--- config.mk ---
export PLATFORM = sky130hd
export DESIGN_NAME = datapath_control_flat
export DESIGN_NICKNAME = d
export VERILOG_FILES = /design/src/rtl/datapath_control_if.sv /design/src/rtl/datapath_control.sv /design/src/flat_wrapper.sv
export SDC_FILE = /design/constraint.sdc
export NUM_CORES = 1
export LEC_CHECK = 0
export ABC_AREA = 1
export CORE_MARGIN = 2
export CORE_UTILIZATION = 32
export DETAILED_ROUTE_END_ITERATION = 7
export PLACE_DENSITY_LB_ADDON = 0.3
export REMOVE_ABC_BUFFERS = 1
export SLEW_MARGIN = 20
export SYNTH_ARGS = -nofsm -noshare
export SYNTH_HDL_FRONTEND = slang
export SYNTH_SLANG_ARGS = --single-unit
--- constraint.sdc ---
create_clock -name clock -period 2.55 [get_ports clock]
set_input_delay 0.255 -clock clock [delete_from_list [all_inputs] [get_ports clock]]
set_output_delay 0.255 -clock clock [all_outputs]
set_load 0.1 [all_outputs]
--- src/rtl/datapath_control_if.sv ---
// Control-side signal bundle between datapath_control and the shared-bus datapath.
// master = control unit, slave = datapath (or bench standing in for it).
interface datapath_control_if;
    logic        run;
    logic [7:0]  ISR;
    logic [15:0] rout;
    logic [15:0] ren;
    logic        addxor;
    logic        done;
    logic [1:0]  tstep;

    modport master (
        input  run, ISR,
        output rout, ren, addxor, done, tstep
    );

    modport slave (
        output run, ISR,
        input  rout, ren, addxor, done, tstep
    );
endinterface

--- src/rtl/datapath_control.sv ---
// Step sequencer for the shared-bus register datapath: fetch in T0, then mv/mvi finish in T1,
// add/xor go A <= Rx, G <= A op Ry, Rx <= G over T1..T3.
module datapath_control (
    input logic          clock,
    input logic          resetnot,
    datapath_control_if.master bus
);

    typedef enum logic [1:0] {T0, T1, T2, T3} state_t;

    state_t      state;
    logic [1:0]  opcode;
    logic [2:0]  rx;
    logic [2:0]  ry;
    logic [15:0] rx_sel;
    logic [15:0] ry_sel;
    logic [15:0] rout;
    logic [15:0] ren;
    logic        addxor;
    logic        done;

    assign opcode = bus.ISR[7:6];
    assign rx     = bus.ISR[5:3];
    assign ry     = bus.ISR[2:0];
    assign rx_sel = 16'd1 << rx;
    assign ry_sel = 16'd1 << ry;

    always_ff @(posedge clock or negedge resetnot) begin
        if (!resetnot) begin
            state <= T0;
        end else begin
            case (state)
                T0:      state <= bus.run ? T1 : T0;
                T1:      state <= opcode[1] ? T2 : T0;
                T2:      state <= T3;
                T3:      state <= T0;
                default: state <= T0;
            endcase
        end
    end

    // Outputs follow the state and the live ISR, so they track the fetch edge directly.
    always_comb begin
        rout   = 16'h0000;
        ren    = 16'h0000;
        addxor = 1'b0;
        done   = 1'b0;
        case (state)
            T0: begin
                ren[11] = bus.run;
            end
            T1: begin
                if (!opcode[1]) begin
                    rout = opcode[0] ? 16'h0400 : ry_sel;
                    ren  = rx_sel;
                    done = 1'b1;
                end else begin
                    rout = rx_sel;
                    ren  = 16'h0200;
                end
            end
            T2: begin
                rout   = ry_sel;
                ren    = 16'h0100;
                addxor = opcode[0];
            end
            T3: begin
                rout = 16'h0100;
                ren  = rx_sel;
                done = 1'b1;
            end
            default: ;
        endcase
    end

    assign bus.rout   = rout;
    assign bus.ren    = ren;
    assign bus.addxor = addxor;
    assign bus.done   = done;
    assign bus.tstep  = state;

endmodule

--- src/flat_wrapper.sv ---
// flat-port wrapper written by rule: the top's interface ports become plain ports
module datapath_control_flat 
  (clock, resetnot, bus_run, bus_ISR, bus_rout, bus_ren, bus_addxor, bus_done, bus_tstep);
  datapath_control_if bus_i ();
  input logic clock;
  input logic resetnot;
  input wire logic [$bits(bus_i.run)-1:0] bus_run;
  input wire logic [$bits(bus_i.ISR)-1:0] bus_ISR;
  output wire logic [$bits(bus_i.rout)-1:0] bus_rout;
  output wire logic [$bits(bus_i.ren)-1:0] bus_ren;
  output wire logic [$bits(bus_i.addxor)-1:0] bus_addxor;
  output wire logic [$bits(bus_i.done)-1:0] bus_done;
  output wire logic [$bits(bus_i.tstep)-1:0] bus_tstep;
  assign bus_i.run = bus_run;
  assign bus_i.ISR = bus_ISR;
  assign bus_rout = bus_i.rout;
  assign bus_ren = bus_i.ren;
  assign bus_addxor = bus_i.addxor;
  assign bus_done = bus_i.done;
  assign bus_tstep = bus_i.tstep;
  datapath_control u_core (.clock(clock), .resetnot(resetnot), .bus(bus_i));
endmodule
# Yosys cells after proc, flatten, opt, wreduce, memory -nomap -nowiden
# Index checks and enable logic that the tools add are counted.
[op_classes] eq_ne=3 shift=2 n_mux=13 n_reduce_logical=1
[ops] cell="2-to-1 mux 16 bit" count=3
[ops] cell="one-hot mux 16 bit (3 select lines)" count=1
[ops] cell="one-hot mux 11 bit (3 select lines)" count=1
[ops] cell="<< shifter 1 x 3 -> 16 bit, first input constant" count=2
[ops] cell="one-hot mux 2 bit (4 select lines)" count=1
[ops] cell="one-hot mux 4 bit (2 select lines)" count=1
[ops] cell="equality test 2 bit, second input constant" count=2
[ops] cell="one-hot mux 1 bit (4 select lines)" count=1
[ops] cell="2-to-1 mux 1 bit" count=3
[ops] cell="equality test 2 x 1 -> 1 bit, second input constant" count=1
[ops] cell="zero test 2 bit" count=1
[ops] cell="2-to-1 mux 2 bit" count=1
[ops] cell="one-hot mux 1 bit (2 select lines)" count=1
[word_totals] regBits=2 inputBits=11 out_inout_bits=36 word_cells=20

# Longest topological paths before layout
# Gate-level depths: netlist (run 1).
[depth] word_depth=4 mapped_depth=6 mapped_depth_nobuf=6

# Worst setup path after synthesis (run 1)
# OpenSTA, ideal clock, no wires.
[synth_timing] path_type="flip-flop to output port" startpoint="register u_core.state[0], in the netlist u_core.bus.tstep[0]" endpoint="output port bus_ren[0]" t_arrival_ns=3.362 required_ns=2.295 setup_slack_ns=-1.067 path_stages_with_launch=3 path_buffers=0 cell_sequence="dfrtp_1 -> o21ai_2 -> nor3_1"
[synth_between] elab_chain_len=2 elab_cells_between_ends=4 classes_between="3 x eq/ne; 1 x mux"
[synth_lines] item="start: declaration" line_no="datapath_control.sv:11" source="state_t state;"
[synth_lines] item="start signal: assignment" line_no="datapath_control.sv:33" source="T0: state <= bus.run ? T1 : T0;"
[synth_lines] item="start signal: assignment" line_no="datapath_control.sv:34" source="T1: state <= opcode[1] ? T2 : T0;"
[synth_lines] item="equality test 2 bit / equality test 2 x 1 -> 1 bit (equally long branches)" line_no="datapath_control.sv:48" source="case (state)"
[synth_lines] item="one-hot mux 11 bit (3 select lines) *" line_no="datapath_control.sv:48"
[synth_lines] item="end: declaration" line_no="flat_wrapper.sv:10" source="output wire logic [$bits(bus_i.ren)-1:0] bus_ren;"
# Every way passes the cells marked *; elsewhere a longest branch is shown, timed or not.

# Worst setup path in the final report (run 1)
[layout_timing] startpoint="input port bus_ISR[5]" endpoint="output port bus_rout[7]"
[layout_between] elab_chain_len=3
[layout_lines] item="start: declaration" line_no="flat_wrapper.sv:8" source="input wire logic [$bits(bus_i.ISR)-1:0] bus_ISR;"
[layout_lines] item="<< shifter 1 x 3 -> 16 bit" line_no="datapath_control.sv:25" source="assign rx_sel = 16'd1 << rx;"
[layout_lines] item="2-to-1 mux 16 bit" line_no="datapath_control.sv:53" source="if (!opcode[1]) begin"
[layout_lines] item="one-hot mux 16 bit (3 select lines)" line_no="datapath_control.sv:48"
[layout_lines] item="end: declaration" line_no="flat_wrapper.sv:9" source="output wire logic [$bits(bus_i.rout)-1:0] bus_rout;"
# Every way passes these cells.

==> metrics, run 1 <==
required time of the worst setup path 2300 ps; H-tree depth 1; number of global-route vias before repair 625; floorplan row count 14; largest clock skew in the final design ~2.2 ps; final wirelength roughly 1.5 mm; number of buffers added by the clock tree synthesis step 3; wire length per cell after detailed routing 10.25 um; Root Buffer clkbuf_4; clock latency at the later pin of the worst-skew pair about 220 ps; final cell count without fillers approximately 150; commonest cells in the synthesized netlist nand2_1 (28), nor2_1 (14), buf_4 (11), inv_1 (11), nor3_1 (8); die boundary width between 40 and 50 um; wire length of the first global-routing pass approximately 2.6 mm; number of top-level pins between 40 and 50; total setup buffers inserted after CTS 0; pin count of the biggest net entering global routing 10; met3 WL 76 um; number of distinct library cell variants in the gate-level netlist after synthesis 19; total vias in the final route 663; area grow syn2layout 95.80%; mean instance size in the synthesized netlist approximately 5.4 um^2; Post-synth top flop dfrtp_1; post-synth design cell area between 500 and 600 um^2; area taken by multi-input logic gates ~360 um^2; number of synthesized register bits 2; final weighted congestion in routability-driven placement between 0.8 and 0.9; unrepaired setup endpoints after global routing false; cell with the most instances after synthesis nand2_1; overall track demand over capacity in global routing 16.85%; highest metal used met4; area of the placeable core roughly 1500 um^2; final slew viol count 0; share of final-layout standard cells stronger than drive strength 1 28.24%; first drt pass iteration count 4; fraction of power consumed by the clock network 6.7%; total congestion overflow 0; Max FO, Critical Path 9; combinational cell fraction of total power about 86%; final sum of negative setup slack 0 ps; kind of start point of the critical path input pin; clock tree from TritonCTS yes; arrival time at the worst endpoint 1670 ps; half-perimeter wire length of the detailed placement result between 1 and 1.5 mm; kind of path behind the tightest hold check input pin to async pin; DR DRC count 0; maximum clock rate roughly 0.52 GHz; largest area contributor in the synthesized netlist nand2_1; nets@finish ~140; Worst Path Class, Setup input pin to output pin; final critical-path setup slack roughly 630 ps; full die area 1918 um^2; maximum resistive drop on vdd 1.056 mV; vias per cell between 4 and 5; Synth area leaders nand2_1 (21%), buf_4 (16%), nor2_1 (10%); sequential share of the synthesized area just under 10%; number of instances in the synthesized netlist 94; switching part of the total power between 70% and 80%; area taken by flip-flops and latches approximately 50 um^2; total of cells resized after clock tree synthesis 0; fraction of post-synthesis cell area in the top cell type by area 20.74%; internal power 285.0 uW; number of nets with antenna violations after detailed routing 0; Hold-fix buffers, CTS 0; share of the cycle needed by the critical path after routing 75.31%; min cycle time layout 1920 ps; leakage power total roughly 0.52 nW; number of buffers on the longest clock path 2; initial drt markers 8; Warnings, synthesis 0; clock-pin slew of the registers on the worst-case setup and hold paths 30 ps; sequential fraction of design power 7.6%; outcome completed; DR WL met2 783 um; PnR Total Power around 1.0 mW; switching power between 700 and 800 uW; count of filler cells inserted in the layout roughly 140; port bufs 35; Final setup viols 0; Worst setup EP type output pin; Power per Cell Area between 1000 and 1500 nW/um^2; routed metal-1 wirelength approximately 620 um; Diodes inserted 0; Final Hold Violating Endpoints 0; asr flop ratio synth 100.0%; antenna violations before repair 0; worst slack, placed 698.4 ps; number of synthesized flops with an enable pin 0; max-cap violation count 0; Hold Worst Slack around 210 ps; clock tree sinks 2; Die Y-Extent approximately 44 um; placed insts roughly 140; Starting Density 34.03%
==> cell usage in the layout (no fill, tap or decap) <==
cell type,instances
a21oi_1,1
and2_1,1
buf_12,16
buf_4,9
clkbuf_4,3
clkdlybuf4s50_1,10
conb_1,11
dfrtp_1,2
inv_1,11
inv_2,3
nand2_1,28
nand2_2,1
nand2_4,1
nand3_1,2
nand3_2,1
nand4_1,5
nor2_1,14
nor2_2,1
nor2_8,1
nor3_1,8
o21ai_0,1
o21ai_2,1
==> final timing paths <==
check                                     from                   to  slack [ps]  depth (start not counted)
setup / recovery                    bus_ISR[5]          bus_rout[7]         630                          6
hold / removal                        resetnot            async pin         210                          1
setup reg to reg                          flop                 flop        1580                          3
hold reg to reg            u_core.bus.tstep[0]  u_core.bus.tstep[0]         600                          1
max in group asynchronous             resetnot  u_core.bus.tstep[0]        2210                          1
min in group clock         u_core.bus.tstep[0]  u_core.bus.tstep[0]         600                          1
==> area by class of cell <==
cell class              instances  area share [%]
flip-flops and latches          2           5.044
well taps                      16           2.018
clock buffers                   3           2.270
multi-input cells              77           36.19
repair buffers                 35           49.18
inverters                      14           5.296
==> through the flow <==
stage	cell area [um^2]	util (%)
final	992.2	66.64
after global routing	992.2	66.64
after CTS	992.2	66.64
after detailed placement	969.7	65.13
after global placement	969.7	65.13
after floorplan	461.7	-
==> power groups by stage <==
stage | sequential (mW) | combinational (mW) | clock (mW)
after global placement | 0.0776 | 0.876 | 0
after detailed placement | 0.0778 | 0.881 | 0
final | 0.0780 | 0.879 | 0.0691
after global routing | 0.0857 | 0.913 | 0.0734
after CTS | 0.0779 | 0.883 | 0.0713
after floorplan | 0.171 | 0.582 | 0
==> layer usage <==
layer / global-route usage (%) / up-vias
met5: 0 / -
met4: 8.485 / 0
met3: 2.500 / 4
met2: 27.65 / 25
met1: 21.20 / 285
li1: - / 349
==> kinds of logic after synthesis <==
kind of cell / after synthesis / synth area share, %
AND/OR/NAND/NOR: 63 / 59.01
flip-flops: 2 / 9.877
other: 1 / 0.7400
buffers and inverters: 25 / 26.67
AO/OA/AOI/OAI: 3 / 3.702
==> worst max-delay path, stage by stage <==
cell and delay, ps:
clkdlybuf4s50_1 580, inv_2 130, nor3_1 280, nand2_1 100
nand2_1 130, buf_12 180
Power figures use the tool's default switching activity.
==> run 2: changes to the inputs <==
- CORE_UTILIZATION: 32 -> 27
- clock period: 2.55 -> 1.7 ns (I/O delays scaled with it)
==> metrics, run 2 (synthesis results as in run 1) <==
outcome completed; kind of cell with the highest combined delay on the critical path simple AND/OR/NAND/NOR gates; CP peak stage delay around 450 ps; max-cap violation count 0; full die area roughly 2200 um^2; Starting Density approximately 29%; PnR Total Power 1.932 mW; Worst setup EP type output pin; final critical-path setup slack a little over 50 ps; clock tree from TritonCTS yes; total vias in the final route around 700; required time of the worst setup path ~1500 ps; unrepaired setup endpoints after global routing true; clock-pin slew of the registers on the worst-case setup and hold paths 30 ps; combinational cell fraction of total power around 88%; half-perimeter wire length of the detailed placement result 1.453 mm; standard cell with the maximum stage delay on the critical path dfrtp_2; maximum resistive drop on vdd 1.276 mV; final std cell area, no fill 1271 um^2; final slew viol count 0; number of top-level pins 47; Power per Cell Area roughly 1500 nW/um^2; number of buffers on the longest clock path 2; WP buf/inv 2; share of the cycle needed by the critical path after routing a little over nine tenths; DR DRC count 0; initial drt markers 9; Max FO, Critical Path 8; Die Y-Extent about 47 um; fraction of power consumed by the clock network under 10%; area grow syn2layout 150.9%; clock tree sinks 2; placed instance area 1144 um^2; arrival time at the worst endpoint ~1500 ps; Root Buffer clkbuf_4; antenna violations before repair 0; vias per cell about 4.4; sequential fraction of design power around 6.5%; pin count of the biggest net entering global routing 10; min cycle time layout approximately 1600 ps; kind of path behind the tightest hold check input pin to async pin; number of buffers added by the clock tree synthesis step 3; number of nets with antenna violations after detailed routing 0; Hold-fix buffers, CTS 0; first drt pass iteration count 4; overall track demand over capacity in global routing approximately 17%; internal power between 600 and 700 uW; floorplan row count 15; number of global-route vias before repair around 630; switching power about 1.2 mW; largest clock skew in the final design between 8 and 9 ps; total congestion overflow 0; final cell count without fillers roughly 170; wire length of the first global-routing pass about 2.7 mm; Final Hold Violating Endpoints 0; most frequent cells in the layout buf_12 (26), nand2_2 (15), nand2_1 (13), nor2_1 (13), conb_1 (11); switching part of the total power ~64%; Worst Path Class, Setup flop to output pin; leakage power total slightly above 0.6 nW; ordered list of cells on the worst path buf_6 -> nor2_4 -> nand3_2 -> nand2_4 -> nand2_1 -> nand2_2 -> buf_12; final weighted congestion in routability-driven placement between 0.7 and 0.8; final wirelength between 1.5 and 2 mm; worst slack, placed 25.18 ps; clock latency at the later pin of the worst-skew pair between 200 and 250 ps; Hold Worst Slack between 90 and 100 ps; area of the placeable core 1745 um^2; nets@finish ~150; die boundary width about 47 um; kind of start point of the critical path flop; placed insts 158; share of final-layout standard cells stronger than drive strength 1 a little under half; wire length per cell after detailed routing between 10 and 15 um; maximum clock rate between 0.6 and 0.7 GHz; Final setup viols 0; H-tree depth 1; most frequent standard cell in the layout excluding fill and tap cells buf_12; port bufs 35; Diodes inserted 0
-- run 2: worst register-to-register path: cells and delay by family, from the launching register on --
family | cells | cell delay [ps]
buffers and inverters | 1 | 150
DFF | 1 | 450
and+or+nand+nor | 1 | 150
AOI/OAI and AO/OA | 1 | 120
-- run 2: per-stage QoR --
step                      utilization, %  setup TNS, ps
after floorplan                        -         -25710
after global placement             65.52              0
after detailed placement           65.52              0
after CTS                          68.10              0
after global routing               72.83         -334.0
final                              72.83              0
-- run 2: worst paths after layout --
kind | endpoint | slack [ps] | cells after the start
worst max-delay path | bus_rout[4] | 50 | 7
worst min-delay path | async pin | 90 | 1
worst max register to register | flop | 700 | 3
worst min register to register | u_core.bus.tstep[0] | 570 | 1
max in group asynchronous | u_core.bus.tstep[0] | 1470 | 1
min in group clock | u_core.bus.tstep[0] | 520 | 3
-- run 2: metal layers --
layer | track usage [%] | up-vias | routed length, um
met5 | 0 | - | 0
met4 | 5.000 | 0 | 29
met3 | 5.000 | 5 | 108
met2 | 28.38 | 25 | 963
met1 | 21.72 | 323 | 738
li1 | - | 366 | -
-- run 2: power groups by stage --
stage | Combinational (mW) | Clock [mW] | Sequential (mW)
after global routing | 1.76 | 0.126 | 0.132
after detailed placement | 1.54 | 0 | 0.131
after CTS | 1.60 | 0.112 | 0.120
after global placement | 1.53 | 0 | 0.128
final | 1.69 | 0.113 | 0.126
after floorplan | 0.874 | 0 | 0.256
-- run 2: repair_timing --
| action | in CTS | in global routing |
|---|---|---|
| pin swaps | 0 | 9 |
| cloned | 0 | 1 |
| gates resized for setup | 3 | 22 |
| buffers inserted | 2 | 1 |
| setup endpoints to repair | 10 | 13 |
-- run 2: final cells by class --
class	instances	area [um^2]
Clock buffer	3	22.52
Fill cell	128	474.2
Inverter	14	52.55
Multi-Input combinational cell	78	432.9
Sequential cell	2	52.55
Tap cell	25	31.28
Timing Repair Buffer	43	679.4
